### src/rtl/bcd2bin_seq.sv
// bcd2bin_seq: sequential BCD-to-binary converter using reverse double-dabble.
// One right shift per clock over {bcd_reg, bin_reg}, then any BCD nibble >= 8
// has 3 subtracted. BIN_W iterations produce the binary value in bin_reg.
// A capture containing a digit > 9 completes immediately with err=1, bin=0.
module bcd2bin_seq #(
    parameter int DIGITS = 3,
    parameter int BIN_W  = 10
) (
    input  logic                  clk,
    input  logic                  rst_n,
    input  logic                  start,
    input  logic [4*DIGITS-1:0]   bcd,
    output logic [BIN_W-1:0]      bin,
    output logic                  busy,
    output logic                  done,
    output logic                  err
);

    localparam int BCD_W = 4 * DIGITS;
    localparam int SR_W  = BCD_W + BIN_W;
    localparam int CNT_W = $clog2(BIN_W + 1);

    function automatic longint unsigned max_decimal();
        longint unsigned v;
        v = 1;
        for (int unsigned i = 0; i < DIGITS; i++) begin
            v = v * 10;
        end
        return v - 1;
    endfunction

    // The largest DIGITS-digit decimal value must fit in BIN_W bits.
    generate
        if (!(max_decimal() < (64'd1 << BIN_W))) begin : g_width_check
            $error("bcd2bin_seq: BIN_W=%0d too narrow for DIGITS=%0d", BIN_W, DIGITS);
        end
    endgenerate

    typedef enum logic {
        IDLE,
        CONV
    } state_t;

    state_t             state_q, state_d;
    logic [SR_W-1:0]    sr_q, sr_d;
    logic [CNT_W-1:0]   cnt_q, cnt_d;
    logic [BIN_W-1:0]   bin_q, bin_d;
    logic               err_q, err_d;
    logic               done_q, done_d;
    logic               bcd_bad;
    logic [SR_W-1:0]    sr_shift;
    logic [SR_W-1:0]    sr_adj;

    // Flag any input digit outside 0..9.
    always_comb begin
        bcd_bad = 1'b0;
        for (int unsigned i = 0; i < DIGITS; i++) begin
            if (bcd[4*i +: 4] > 4'd9) begin
                bcd_bad = 1'b1;
            end
        end
    end

    // One reverse double-dabble step: shift right, then correct each BCD nibble >= 8.
    always_comb begin
        sr_shift = sr_q >> 1;
        sr_adj   = sr_shift;
        for (int unsigned i = 0; i < DIGITS; i++) begin
            if (sr_shift[BIN_W + 4*i +: 4] >= 4'd8) begin
                sr_adj[BIN_W + 4*i +: 4] = sr_shift[BIN_W + 4*i +: 4] - 4'd3;
            end
        end
    end

    // Next-state and result logic for the IDLE/CONV controller.
    always_comb begin
        state_d = state_q;
        sr_d    = sr_q;
        cnt_d   = cnt_q;
        bin_d   = bin_q;
        err_d   = err_q;
        done_d  = 1'b0;
        case (state_q)
            IDLE: begin
                if (start) begin
                    if (bcd_bad) begin
                        bin_d  = '0;
                        err_d  = 1'b1;
                        done_d = 1'b1;
                    end else begin
                        sr_d    = {bcd, {BIN_W{1'b0}}};
                        cnt_d   = CNT_W'(BIN_W);
                        state_d = CONV;
                    end
                end
            end
            CONV: begin
                sr_d  = sr_adj;
                cnt_d = cnt_q - CNT_W'(1);
                if (cnt_q == CNT_W'(1)) begin
                    bin_d   = sr_adj[BIN_W-1:0];
                    err_d   = 1'b0;
                    done_d  = 1'b1;
                    state_d = IDLE;
                end
            end
            default: state_d = IDLE;
        endcase
    end

    // State and datapath registers with asynchronous active-low reset.
    always_ff @(posedge clk or negedge rst_n) begin
        if (!rst_n) begin
            state_q <= IDLE;
            sr_q    <= '0;
            cnt_q   <= '0;
            bin_q   <= '0;
            err_q   <= 1'b0;
            done_q  <= 1'b0;
        end else begin
            state_q <= state_d;
            sr_q    <= sr_d;
            cnt_q   <= cnt_d;
            bin_q   <= bin_d;
            err_q   <= err_d;
            done_q  <= done_d;
        end
    end

    assign bin  = bin_q;
    assign err  = err_q;
    assign done = done_q;
    assign busy = (state_q == CONV);

endmodule

### config.mk
export PLATFORM = sky130hd
export DESIGN_NAME = bcd2bin_seq
export DESIGN_NICKNAME = d
export VERILOG_FILES = /design/src/rtl/bcd2bin_seq.sv
export SDC_FILE = /design/constraint.sdc
export NUM_CORES = 1
export LEC_CHECK = 0
export ABC_AREA = 1
export CAP_MARGIN = 20
export CELL_PAD_IN_SITES_DETAIL_PLACEMENT = 0
export CELL_PAD_IN_SITES_GLOBAL_PLACEMENT = 1
export CORE_AREA = 2 2 77 79
export CTS_BUF_LIST = sky130_fd_sc_hd__clkbuf_16
export CTS_CLUSTER_SIZE = 10
export DETAILED_ROUTE_END_ITERATION = 16
export DIE_AREA = 0 0 79 81
export PLACE_DENSITY_LB_ADDON = 0.1
export SYNTH_ARGS = -nofsm -noshare
export SYNTH_HDL_FRONTEND = slang
export SYNTH_SLANG_ARGS = --single-unit
### constraint.sdc
create_clock -name clk -period 1.1 [get_ports clk]
set_input_delay 0.165 -clock clk [delete_from_list [all_inputs] [get_ports clk]]
set_output_delay 0.165 -clock clk [all_outputs]
set_load 0.1 [all_outputs]
# [After elaboration in Yosys (flattened, before gate mapping)]
# Cells that the tools add are included.
[totals] ff_bits=39 input_bits=15 out_inout_bits=13 word_cells=52
[op_classes] n_addsub=4 order_cmp=6 n_eq_ne=5 mux=28 bitwise=1 reduce_logical=2
[ops] operator="two-way mux 22 bit" count=2
[ops] operator="case mux 22 bit (2 select lines)" count=1
[ops] operator="two-way mux 10 bit" count=3
[ops] operator="two-way mux 4 bit" count=5
[ops] operator="case mux 10 bit (2 select lines)" count=1
[ops] operator="greater-than comparator 4 bit (second input constant)" count=3
[ops] operator="two-way mux 1 bit" count=12
[ops] operator=">= comparator 4 bit (second input constant)" count=2
[ops] operator="case mux 4 bit (2 select lines)" count=1
[ops] operator="subtractor 4 x 2 -> 4 bit (second input constant)" count=2
[ops] operator="inequality test 2 bit (second input constant)" count=3
[ops] operator="case mux 1 bit (2 select lines)" count=3
[ops] operator="equality test 4 x 1 -> 1 bit (second input constant)" count=1
[ops] operator=">= comparator 3 x 4 -> 1 bit (second input constant)" count=1
[ops] operator="subtractor 3 x 2 -> 4 bit (second input constant)" count=1
[ops] operator="subtractor 4 x 1 -> 4 bit (second input constant)" count=1
[ops] operator="AND reduction 3 bit" count=1
[ops] operator="inequality test 2 x 1 -> 1 bit (second input constant)" count=1
[ops] operator="AND reduction 2 bit" count=1
[ops] operator="inverter 1 bit" count=1

# [Depth between registers and ports, before layout]
[logic_depth] ltp_word=7 depth_mapped=7 ltp_nobuf=7

# [Worst setup path after synthesis]
# No wires, ideal clock.
[synth_timing] path_kind="reg-to-reg" from="register state_q, in the netlist busy" to="register sr_q[15]" arrival_ps=1638 setup_slack_ps=-654 path_stages_with_launch=7 path_buffers=1 synth_period_minus_slack_ps=1754 cell_sequence="dfrtp_1 > inv_2 > nand2_4 > nand2_8 > buf_8 > nand2_2 > nand2_1"
[synth_via] elab_chain_cells=3 word_cells_on_any_way=5
[synth_rtl] element="from (decl)" line_no="44" source="state_t state_q, state_d;"
[synth_rtl] element="from (signal assigned)" line_no="121" source="state_q <= state_d;"
[synth_rtl] element="inverter 1 bit"
[synth_rtl] element="inequality test 2 bit (no line)"
[synth_rtl] element="AND reduction 2 bit (no line)"
[synth_rtl] element="to (signal assigned)" line_no="122" source="sr_q <= sr_d;"
[synth_rtl] element="to (decl)" line_no="45" source="logic [SR_W-1:0] sr_q, sr_d;"
# Parallel ways exist; a longest one is shown, timed or not.
# A chain may end at the register's enable or synchronous reset.

# [Worst setup path after layout]
[layout_timing] from="register state_q, in the netlist busy" to="output port busy"
[layout_rtl] element="to (decl)" line_no="14" source="output logic busy,"
# No word-level cell between the ends.

==> flow_metrics.tcl <==
set metrics [dict create \
    postRouteAntennaNets 0 \
    tightest_slew_ps 341 \
    dieWidth_um 79 \
    gp_congestion 0.758 \
    fmax_mhz 788 \
    grt_max_degree 17 \
    rows 28 \
    portBuffers 27 \
    diodes 0 \
    largest_reg_flops 21 \
    period_minus_slack_ps 1270 \
    die_h_um 81 \
    crit_required_ps 940 \
    cp_cell_sequence "buf_6 -> buf_12" \
    drc 0 \
    irDropWorstVdd_v 0.00149 \
    cts_made_buffers 5 \
    power.switching_mw 2.96 \
    synth_seq_area_share 0.496 \
    top_usage_layer "met2" \
    path_max_fanout 4 \
    hold_viol_final 0 \
    drt-wirelength-per-cell_um 12.6 \
    final_cell_mix "nand2_1, dfrtp_1, nand2_2, buf_4, buf_12" \
    grt_use_met1 0.214 \
    fillers 530 \
    hp-class "input pin to register" \
    slew_viol_final 0 \
    fin_nets 315 \
    syn-num-nets 258 \
    pwr-share-comb 0.448 \
    slowest_stage "dfrtp_4" \
    cts_sinks 38 \
    insertion_delay_ps 280 \
    grt_util_met2 0.281 \
    period_share 1.15 \
    final_common_cell "nand2_1" \
    slowest_delay_ps 520 \
    synth_warnings 0 \
    start_util 0.338 \
    grt_pass1_vias 1706 \
    cts_tree "done" \
    synth.avg_cell_area_um2 8.08 \
    vias 1699 \
    relSlewSlack 0.773 \
    synth_seq_cells 38 \
    startpoint_type "register" \
    dp_slack_ps -439 \
    p_int_mw 4.71 \
    clock_power_share 0.243 \
    syn_area_um2 1920 \
    worstPathArrival_ps 1100 \
    dr.pass1.iters 4 \
    status "finished with violations" \
    drt_iter0_drc 79 \
    cp-startpoint "busy" \
    vias_per_cell 4.59 \
    yosysUniqueCellTypes 21 \
    fp.dieArea_um2 6400 \
    cp-end-kind "output port" \
    antenna_found_initial 0 \
    cts_buffer_depth 2 \
    netSwitchingFraction 0.386 \
    path_class "register to output port" \
    rsz0062_at_grt "yes" \
    fp.coreArea_um2 5680 \
    synthToLayoutAreaGrowth_pct 61.5 \
    maxCapViolCount 0 \
    final.setup_skew_ps 5.20 \
    violations "setup timing" \
    cellLeakagePower_nw 1.56 \
    drive_gt1_frac 0.383 \
    syn_inst 237 \
    drt_wl_total_mm 4.65 \
    power_frac_seq 0.309 \
    io_pins 28 \
    setup_ws_ps -169 \
    grt_pass1_wl_mm 8.22 \
    h-tree-depth 2 \
    r2r-start "busy" \
    global_route.overflow_total 0 \
    power_density_nw_per_um2 2480 \
    hold_path.startpoint "bcd[9]" \
    grt_usage 0.167 \
    path_clk_slew_ps 60 \
    grtUsageMet3 0.0444 \
    utilization 0.545 \
    dp_hpwl_mm 3.14 \
    setup_viol 39 \
    cts_root_buffer "clkbuf_16" \
]
==> cells in the mapped netlist <==
| cell | instances | area (um^2) |
|---|---|---|
| nand2_2 | 9 | 56.3 |
| o21ai_0 | 9 | 45.0 |
| buf_2 | 6 | 30.0 |
| a21oi_1 | 6 | 30.0 |
| nor2_1 | 5 | 18.8 |
| nand3_1 | 29 | 145 |
| o21ai_1 | 3 | 15.0 |
| nand4_1 | 2 | 12.5 |
| nand2_1 | 100 | 375 |
| inv_1 | 12 | 45.0 |
| o21bai_1 | 2 | 15.0 |
| nand2_8 | 1 | 20.0 |
| dfrtp_1 | 38 | 951 |
| or2_1 | 1 | 6.26 |
| nand2_4 | 1 | 11.3 |
| buf_8 | 1 | 15.0 |
| inv_2 | 1 | 3.75 |
| nand3b_1 | 1 | 7.51 |
| ha_1 | 6 | 75.1 |
| buf_6 | 2 | 22.5 |
| buf_4 | 2 | 15.0 |
==> per-stage QoR <==
stage	power (mW)	hold slack [ps]	std cells	TNS [ps]	area, um^2
2_1_floorplan	4.06	-131	237	-8730	1950
3_3_place_gp	5.21	90.5	355	-15280	2600
3_5_place_dp	5.23	95.4	355	-15250	2600
4_1_cts	7.40	328	367	-4230	2930
5_1_grt	8.23	311	370	-5700	3090
6_report	7.66	278	370	-4190	3090
==> kinds of logic after synthesis <==
group,count (synthesis),share of synthesized area
compound gates,20,0.0549
buf+inv,24,0.0686
fa+ha+maj,6,0.0392
simple gates,149,0.341
flops,38,0.496
==> path summary, 6_finish.rpt <==
check | to | slack, ps | cells after the start
worst min register to register | sr_q[21] | 490 | 2
worst max-delay path | busy | -170 | 2
min in group asynchronous | sr_q[12] | 320 | 2
worst max register to register | sr_q[21] | -160 | 4
worst min-delay path | sr_q[19] | 280 | 5
max in group asynchronous | bin[3] | 310 | 3
==> area by class of cell <==
cell class / instances / area, um^2 / area share
clock buffer: 5 / 125 / 0.0404
sequential: 38 / 956 / 0.309
multi-input combinational: 177 / 1060 / 0.343
tap: 75 / 93.8 / 0.0303
timing repair buffer: 59 / 737 / 0.238
inverter: 13 / 51.3 / 0.0166
clock inverter: 3 / 68.8 / 0.0222
==> layer usage <==
metal / part of all wire / routed length [um]
met1: 0.45 / 2110
met4: 0.0054 / 25
met5: 0 / 0
met2: 0.51 / 2370
met3: 0.032 / 148
==> worst max-delay path, delay by kind of cell, from the launching register on <==
kind	cells	cell delay [ps]
buffers and inverters	2	310
flip-flops	1	520
==> repair_timing <==
action,in CTS,in global routing
gates resized for setup,23,42
buffers inserted,1,3
endpoints found under the setup margin,39,39
hold buffers,1,0
pin swaps,29,14
endpoints found under the hold margin,12,0
gates cloned,2,0
==> power groups by stage <==
stage / clock network, mW / registers (mW) / logic [mW]
5_1_grt: 1.98 / 2.44 / 3.80
4_1_cts: 1.90 / 2.32 / 3.18
2_1_floorplan: 0 / 2.73 / 1.33
6_report: 1.86 / 2.37 / 3.44
3_5_place_dp: 0 / 2.33 / 2.90
3_3_place_gp: 0 / 2.32 / 2.89
No activity file was read; power rests on OpenSTA's default activity.
